File: config.mk
export PLATFORM = sky130hd
export DESIGN_NAME = multicycle_control
export DESIGN_NICKNAME = d
export VERILOG_FILES = /design/src/rtl/multicycle_control.sv
export SDC_FILE = /design/constraint.sdc
export NUM_CORES = 1
export LEC_CHECK = 0
export ABC_AREA = 0
export CAP_MARGIN = 5
export CORE_ASPECT_RATIO = 0.7
export CORE_MARGIN = 1
export CORE_UTILIZATION = 49
export CTS_CLUSTER_DIAMETER = 150
export DETAILED_ROUTE_END_ITERATION = 10
export PLACE_DENSITY = 0.87
export SETUP_SLACK_MARGIN = 0.2
export SLEW_MARGIN = 20
export SYNTH_ARGS = -nofsm -noshare
export SYNTH_HDL_FRONTEND = slang
export SYNTH_SLANG_ARGS = --single-unit
File: constraint.sdc
create_clock -name clk -period 1.89 [get_ports clk]
set_input_delay 0.189 -clock clk [delete_from_list [all_inputs] [get_ports clk]]
set_output_delay 0.189 -clock clk [all_outputs]
set_load 0.02 [all_outputs]
File: src/rtl/multicycle_control.sv
// rtl/multicycle_control.sv - multi-cycle MIPS control FSM; optional trap state under MCTRL_TRAP_EN
module multicycle_control #(
  parameter int ALUOP_W  = 3,
  parameter int WAIT_MAX = 15
) (
  input  logic               clk,
  input  logic               rst_n,
  input  logic [5:0]         opcode,
  input  logic [5:0]         funct,
  input  logic               zero,
  input  logic               mem_ready,
  output logic               ir_write,
  output logic               pc_en,
  output logic [1:0]         pc_src,
  output logic               i_or_d,
  output logic               mem_read,
  output logic               mem_write,
  output logic               mem2reg,
  output logic               reg_dst,
  output logic               reg_write,
  output logic               alu_src_a,
  output logic [1:0]         alu_src_b,
  output logic [ALUOP_W-1:0] alu_op,
  output logic               sign_xtend,
  output logic               mem_err,
  output logic               trap,
  output logic [2:0]         state
);

  typedef enum logic [2:0] {
    S_FETCH  = 3'd0,
    S_DECODE = 3'd1,
    S_EXEC   = 3'd2,
    S_MEM    = 3'd3,
    S_WB     = 3'd4,
    S_TRAP   = 3'd5
  } state_e;

  typedef enum logic [2:0] {
    C_NOP, C_R, C_JR, C_IMM, C_BR, C_J, C_LD, C_ST
  } class_e;

  localparam logic [2:0] OP_ADD  = 3'b000;
  localparam logic [2:0] OP_SUB  = 3'b001;
  localparam logic [2:0] OP_SHC  = 3'b010;
  localparam logic [2:0] OP_AND  = 3'b011;
  localparam logic [2:0] OP_OR   = 3'b100;
  localparam logic [2:0] OP_XOR  = 3'b101;
  localparam logic [2:0] OP_NOR  = 3'b110;
  localparam logic [2:0] OP_NONE = 3'b111;

  // Counter value on the last tolerated cycle without mem_ready
  localparam logic [7:0] WAIT_LAST = 8'(WAIT_MAX - 1);

  state_e     state_q, state_d;
  class_e     class_q, class_d;
  logic [2:0] exec_op_q, exec_op_d;
  logic       bne_q, bne_d;
  logic       zext_q, zext_d;
  logic [7:0] wait_q, wait_d;

  logic       dec_ok;
  class_e     dec_class;
  logic [2:0] dec_op;
  logic       dec_zext;
  logic       timeout;
  logic [2:0] alu3;

  // Classify the instruction in IR; dec_ok=0 flags an unsupported opcode/funct
  always_comb begin
    dec_ok    = 1'b1;
    dec_class = C_NOP;
    dec_op    = OP_NONE;
    dec_zext  = 1'b0;
    casez (opcode)
      6'b000000: begin
        dec_class = C_R;
        casez (funct)
          6'b001000:            begin dec_class = C_JR; dec_op = OP_ADD; end
          6'b10000?:            dec_op = OP_ADD;
          6'b10001?:            dec_op = OP_SUB;
          6'b000???, 6'b1010??: dec_op = OP_SHC;
          6'b100100:            dec_op = OP_AND;
          6'b100101:            dec_op = OP_OR;
          6'b100110:            dec_op = OP_XOR;
          6'b100111:            dec_op = OP_NOR;
          default:              begin dec_ok = 1'b0; dec_class = C_NOP; end
        endcase
      end
      6'b000010: dec_class = C_J;
      6'b00010?: begin dec_class = C_BR;  dec_op = OP_SUB; end
      6'b00100?: begin dec_class = C_IMM; dec_op = OP_ADD; end
      6'b00101?: begin dec_class = C_IMM; dec_op = OP_SHC; end
      6'b001100: begin dec_class = C_IMM; dec_op = OP_AND; dec_zext = 1'b1; end
      6'b001101: begin dec_class = C_IMM; dec_op = OP_OR;  dec_zext = 1'b1; end
      6'b001110: begin dec_class = C_IMM; dec_op = OP_XOR; dec_zext = 1'b1; end
      6'b001111: begin dec_class = C_IMM; dec_op = OP_SHC; dec_zext = 1'b1; end
      6'b100???: begin dec_class = C_LD;  dec_op = OP_ADD; end
      6'b101???: begin dec_class = C_ST;  dec_op = OP_ADD; end
      default:   dec_ok = 1'b0;
    endcase
  end

  // Next-state, latched instruction class and memory-wait watchdog
  always_comb begin
    state_d   = state_q;
    class_d   = class_q;
    exec_op_d = exec_op_q;
    bne_d     = bne_q;
    zext_d    = zext_q;
    wait_d    = 8'd0;
    timeout   = ((state_q == S_FETCH) || (state_q == S_MEM)) && !mem_ready &&
                (wait_q == WAIT_LAST);
    case (state_q)
      S_FETCH: begin
        if (mem_ready)     state_d = S_DECODE;
        else if (!timeout) wait_d  = wait_q + 8'd1;
      end
      S_DECODE: begin
        class_d   = dec_class;
        exec_op_d = dec_op;
        bne_d     = opcode[0];
        zext_d    = dec_zext;
        if (dec_ok) state_d = S_EXEC;
`ifdef MCTRL_TRAP_EN
        else        state_d = S_TRAP;
`else
        else        state_d = S_FETCH;
`endif
      end
      S_EXEC: begin
        case (class_q)
          C_R, C_IMM: state_d = S_WB;
          C_LD, C_ST: state_d = S_MEM;
          default:    state_d = S_FETCH;
        endcase
      end
      S_MEM: begin
        if (mem_ready)     state_d = (class_q == C_LD) ? S_WB : S_FETCH;
        else if (timeout)  state_d = S_FETCH;
        else               wait_d  = wait_q + 8'd1;
      end
      default: state_d = S_FETCH;
    endcase
  end

  // State and latched-decode registers
  always_ff @(posedge clk or negedge rst_n) begin
    if (!rst_n) begin
      state_q   <= S_FETCH;
      class_q   <= C_NOP;
      exec_op_q <= OP_NONE;
      bne_q     <= 1'b0;
      zext_q    <= 1'b0;
      wait_q    <= 8'd0;
    end else begin
      state_q   <= state_d;
      class_q   <= class_d;
      exec_op_q <= exec_op_d;
      bne_q     <= bne_d;
      zext_q    <= zext_d;
      wait_q    <= wait_d;
    end
  end

  // Datapath controls from state and latched class; held at reset values while rst_n is low
  always_comb begin
    ir_write   = 1'b0;
    pc_en      = 1'b0;
    pc_src     = 2'b00;
    i_or_d     = 1'b0;
    mem_read   = 1'b0;
    mem_write  = 1'b0;
    mem2reg    = 1'b0;
    reg_dst    = 1'b0;
    reg_write  = 1'b0;
    alu_src_a  = 1'b0;
    alu_src_b  = 2'b00;
    alu3       = OP_NONE;
    sign_xtend = 1'b0;
    mem_err    = 1'b0;
    trap       = 1'b0;
    if (rst_n) begin
      case (state_q)
        S_FETCH: begin
          mem_read  = 1'b1;
          alu_src_b = 2'b01;
          alu3      = OP_ADD;
          ir_write  = mem_ready;
          pc_en     = mem_ready;
          mem_err   = timeout;
        end
        S_DECODE: begin
          alu_src_b  = 2'b11;
          alu3       = OP_ADD;
          sign_xtend = 1'b1;
        end
        S_EXEC: begin
          case (class_q)
            C_R: begin
              alu_src_a = 1'b1;
              alu3      = exec_op_q;
            end
            C_JR: begin
              pc_en     = 1'b1;
              alu_src_a = 1'b1;
              alu3      = OP_ADD;
            end
            C_IMM: begin
              alu_src_a  = 1'b1;
              alu_src_b  = 2'b10;
              alu3       = exec_op_q;
              sign_xtend = !zext_q;
            end
            C_BR: begin
              alu_src_a = 1'b1;
              alu3      = OP_SUB;
              pc_src    = 2'b01;
              pc_en     = bne_q ? !zero : zero;
            end
            C_J: begin
              pc_en  = 1'b1;
              pc_src = 2'b10;
            end
            C_LD, C_ST: begin
              alu_src_a  = 1'b1;
              alu_src_b  = 2'b10;
              alu3       = OP_ADD;
              sign_xtend = 1'b1;
            end
            default: ;
          endcase
        end
        S_MEM: begin
          i_or_d    = 1'b1;
          mem_read  = (class_q == C_LD);
          mem_write = (class_q == C_ST);
          mem_err   = timeout;
        end
        S_WB: begin
          reg_write = 1'b1;
          reg_dst   = (class_q == C_R);
          mem2reg   = (class_q == C_LD);
        end
`ifdef MCTRL_TRAP_EN
        S_TRAP: begin
          trap   = 1'b1;
          pc_en  = 1'b1;
          pc_src = 2'b11;
        end
`endif
        default: ;
      endcase
    end
    alu_op      = '0;
    alu_op[2:0] = alu3;
  end

  assign state = state_q;

endmodule

# Word-level counts from Yosys, hierarchy flattened
# Index checks and enable logic that the tools add are counted.
# totals
word_cells	118
register_bits	19
out_inout_bits	22
input_bits	16
# classes
mux	52
n_eq_ne	32
add_sub_neg	1
reduce_logical	27
# op_table
operator	n
3-bit one-hot mux with 7 select lines	2
6-bit by 4-bit equality test with 1-bit output (second input constant)	5
6-bit equality test (second input constant)	4
8-bit 2-to-1 mux	3
1-bit 2-to-1 mux	23
3-bit equality test (second input constant)	7
3-bit one-hot mux with 6 select lines	1
2-bit OR reduction	8
3-bit 2-to-1 mux	5
3-bit by 2-bit equality test with 1-bit output (second input constant)	4
1-bit one-hot mux with 2 select lines	6
3-bit one-hot mux with 2 select lines	2
3-bit one-hot mux with 4 select lines	1
6-bit OR reduction	2
5-bit by 3-bit equality test with 1-bit output (second input constant)	2
5-bit equality test (second input constant)	2
2-bit 2-to-1 mux	5
10-bit OR reduction	1
3-bit one-hot mux with 3 select lines	1
3-bit OR reduction	3
9-bit OR reduction	1
8-bit by 1-bit adder with 8-bit output (second input constant)	1
8-bit by 4-bit equality test with 1-bit output (second input constant)	1
2-bit one-hot mux with 2 select lines	2
other kinds (15)	20

# Logic depth before layout (Yosys ltp)
# logic_depth
depth_word	7
depth_mapped	6

# Worst setup path after synthesis
# No wires, ideal clock.
# synth_timing
path_kind	register to output
start	reg state_q[0] (netlist: state[0])
end	out pc_src[0]
t_required_ns	1.701
stages_incl_launch_ff	5
n_path_buf	1
path_slack_ns	0.019
arrival_time_ns	1.682
path_cell_list	dfrtp_1 -> clkbuf_1 -> nand2b_1 -> nor2_1 -> nor4bb_1
# synth_via
elab_chain_len	3
# synth_rtl
element	line_no	source
start: declaration	55	state_e state_q, state_d;
start signal: assignment	157	state_q <= state_d;
3-bit by 2-bit equality test with 1-bit output	184	case (state_q)
2-bit 2-to-1 mux	184	
2-bit 2-to-1 mux	183	if (rst_n) begin
end: declaration	14	output logic [1:0] pc_src,
# Every way passes these cells.

# Final worst setup path
# layout_timing
start	reg state_q[0] (netlist: state[0])
end	out mem_err
# layout_via
elab_chain_len	6
elab_cells_between_ends	8
# layout_rtl
element	line_no	source
3-bit by 2-bit equality test with 1-bit output or 3-bit logical NOT (tied branches)	112, 184	
1-bit logical OR	112	timeout = ((state_q == S_FETCH) || (state_q == S_MEM)) && !mem_ready &&
1-bit logical AND (2 in series)	112	
1-bit 2-to-1 mux (*)	184	
1-bit 2-to-1 mux (*)	183	
end: declaration	25	output logic mem_err,
# Mark *: on every way between the ends. The rest lies on a longest branch, timed or not.

==> flow_summary.yaml <==
global_routing:
  first_global_vias: 1687
  grt_pass1_wl_um: 7920
  grt-ovfl-total: 0
  grt.total_usage_pct: 31.7
  antenna_found_initial: 0
  grt_max_degree: 13
finish:
  post-route-util_pct: 84.7
  drive_above_1_share_pct: 42.9
  antennaDiodeCount: 0
  nNetsFinal: 292
  n_fill_cell: 147
  stdcell_count: 309
  syn_to_final_growth_pct: 59.4
cts:
  htree_num_levels: 1
  cts-buffers-inserted: 3
  ctsRootBufferMaster: "clkbuf_8"
  cts_tree: "done"
  cts_buffer_depth: 2
  clk_pin_slew_worst_paths_ns: 0.08
  cts_hold_buf: 0
  clkLatencyLatePin_ns: 0.26
  cts_num_sinks: 19
sta:
  fin_skew_ns: 0.0105
  final.period_utilization_pct: 100
  setup_viol: 1
  hold_viol_final: 0
  setup_slack_ns: -0.00140
  slew_violations: 0
  whs_ns: 0.0447
  rsz0062_at_grt: "yes"
  max_freq_mhz: 529
  fin_crit_ns: 1.89
synthesis:
  ys_warn_count: 0
  synth-edff-count: 0
  synth_cell_types: 54
  syn_inst: 198
  yosysTopAreaCellShare_pct: 26.3
  ys_ff_latch: 19
  yosysMostFrequentCell: "nor2_1"
  syn_area_um2: 1520
  syn-num-nets: 216
  async_flop_share_pct: 100
  yosysSeqAreaShare_pct: 31.5
  yosys-top-cells-area: "dfrtp_1, nor2_1, dfstp_2, nand2_1, a21oi_1"
  synthDominantAreaCellType: "dfrtp_1"
  synth_commonest_cells: "nor2_1, nand2_1, dfrtp_1, a21oi_1"
  syn_area_per_cell_um2: 7.68
  ys.flop_type: "dfrtp_1"
job:
  max-cap-violations: 0
setup_path:
  worstPathRequired_ns: 1.70
  cp_slowest_cell: "dfrtp_2"
  critical_path_buf_inv_count: 2
  path_cells: "xor2_1 -> nor3_2 -> buf_4 -> nand2_1 -> nor2_2 -> buf_6"
  cp_top_family: "flip-flops"
  max_stage_delay_ns: 0.46
  critPathKind: "reg2out"
  worstSetupEndpointType: "primary output"
  crit_path_start_kind: "register"
  worstPathMaxFanout: 5
  arrival_ns: 1.70
drt:
  wirelength_um: 5690
  dr.pass1.iters: 5
  dr_total_vias: 1949
  wl_per_cell_um: 18.4
  viasPerCell: 6.31
  postRouteAntennaNets: 0
  first_iter_violations: 306
  drc_errors: 0
die:
  std_cell_rows: 16
  die_x_um: 68.6
  die_area_um2: 3330
  initial_core_util_pct: 53.1
  core_um2: 2860
  fp.dieH_um: 48.6
  pin_count: 38
place:
  dp_worst_setup_slack_ns: -0.168
  dp.cells: 300
  io_buffer_count: 36
  gp_congestion: 0.833
  dp_hpwl_um: 3470
run_status:
  status: "finished, violations left"
  violations: "negative setup slack"
worst_hold_path:
  hold_path_class: "in2async"
pwr:
  powerDensity_nw_per_um2: 1170
  leakagePower_nw: 1.11
  max-vdd-ir-drop_uv: 571
[power by group]
group	internal, mW	leakage [nW]	total (mW)	switching, mW
clock	0.150	0.0228	0.288	0.138
combinational	0.860	0.845	1.87	1.01
sequential	0.546	0.241	0.692	0.146
total	1.56	1.11	2.85	1.29
[area by class of cell]
cell class	count	area [µm²]	share of cell area, %
Inverter	8	30.0	1.24
Clock buffer	4	45.0	1.86
Tap cell	36	45.0	1.86
Timing Repair Buffer	87	731	30.1
Sequential cell	19	484	20.0
Multi-Input combinational cell	155	1090	44.9
[registers in the layout, indices dropped and copies added (netlist names)]
signal     count
state          3
bne_q          1
zext_q         1
wait_q         8
exec_op_q      3
class_q        3
[logic make-up (layout without fill, tap and decap cells)]
| group | count (synthesis) | count (layout) | share of synthesized area, % |
|---|---|---|---|
| xor+xnor | 8 | 8 | 4.61 |
| simple gates | 93 | 93 | 31.1 |
| other cells | 1 | 1 | 0.247 |
| compound gates | 49 | 49 | 22.6 |
| mux | 2 | 2 | 1.32 |
| buf+inv | 24 | 99 | 6.91 |
| fa+ha+maj | 2 | 2 | 1.65 |
| flops | 19 | 19 | 31.5 |
[through the flow]
stage | setup TNS (ns) | power [mW] | cell area, µm²
after detailed placement | -2.06 | 2.09 | 2200
after CTS | 0 | 2.44 | 2250
after floorplan | 0 | 1.40 | 1530
after global routing | 0 | 2.99 | 2420
final | -0.00140 | 2.85 | 2420
after global placement | -1.88 | 2.03 | 2200
[final timing paths]
| path | cells past startpoint | slack (ns) | endpoint | from |
|---|---|---|---|---|
| min in group clk | 2 | 0.50 | zext_q | zext_q |
| hold / removal | 2 | 0.04 | state[0] | rst_n |
| setup / recovery | 6 | -0.001 | mem_err | state[0] |
| hold reg to reg | 2 | 0.50 | zext_q | zext_q |
| max in group asynchronous | 3 | 1.38 | exec_op_q[0] | rst_n |
| setup reg to reg | 5 | 0.29 | state[1] | state[0] |
[cells in the final DEF (no fill, tap or decap), types with 4 or more instances in the layout]
cell type        netlist  layout
inv_1                  8       8
buf_6                  1      12
nor2_1                31      23
a21oi_1               12       9
o21ai_0               10       6
buf_4                  1      50
dfrtp_2                0       4
nand2_1               21      19
dfrtp_1               16      12
nand2b_1               7       5
nor3_1                 9       5
nor3_2                 0       4
clkdlybuf4s50_1        0      16
xor2_1                 6       6
buf_2                  2       7
nor2_4                 1       4
nor2_2                 0       5
a31oi_1                5       5
[what timing repair did]
action                     CTS  global route
gates resized for setup     99            49
pin swaps                    3            12
cloned                       0             0
setup endpoints to repair   19            22
buffers inserted             3             2
[metal layers]
metal	GRT usage [%]	part of all wire, %
met1	42.9	41
met2	49.3	47
met3	7.08	8.9
met4	10.8	2.9
met5	0	0
Note: power is estimated with default switching activity, not from simulation.
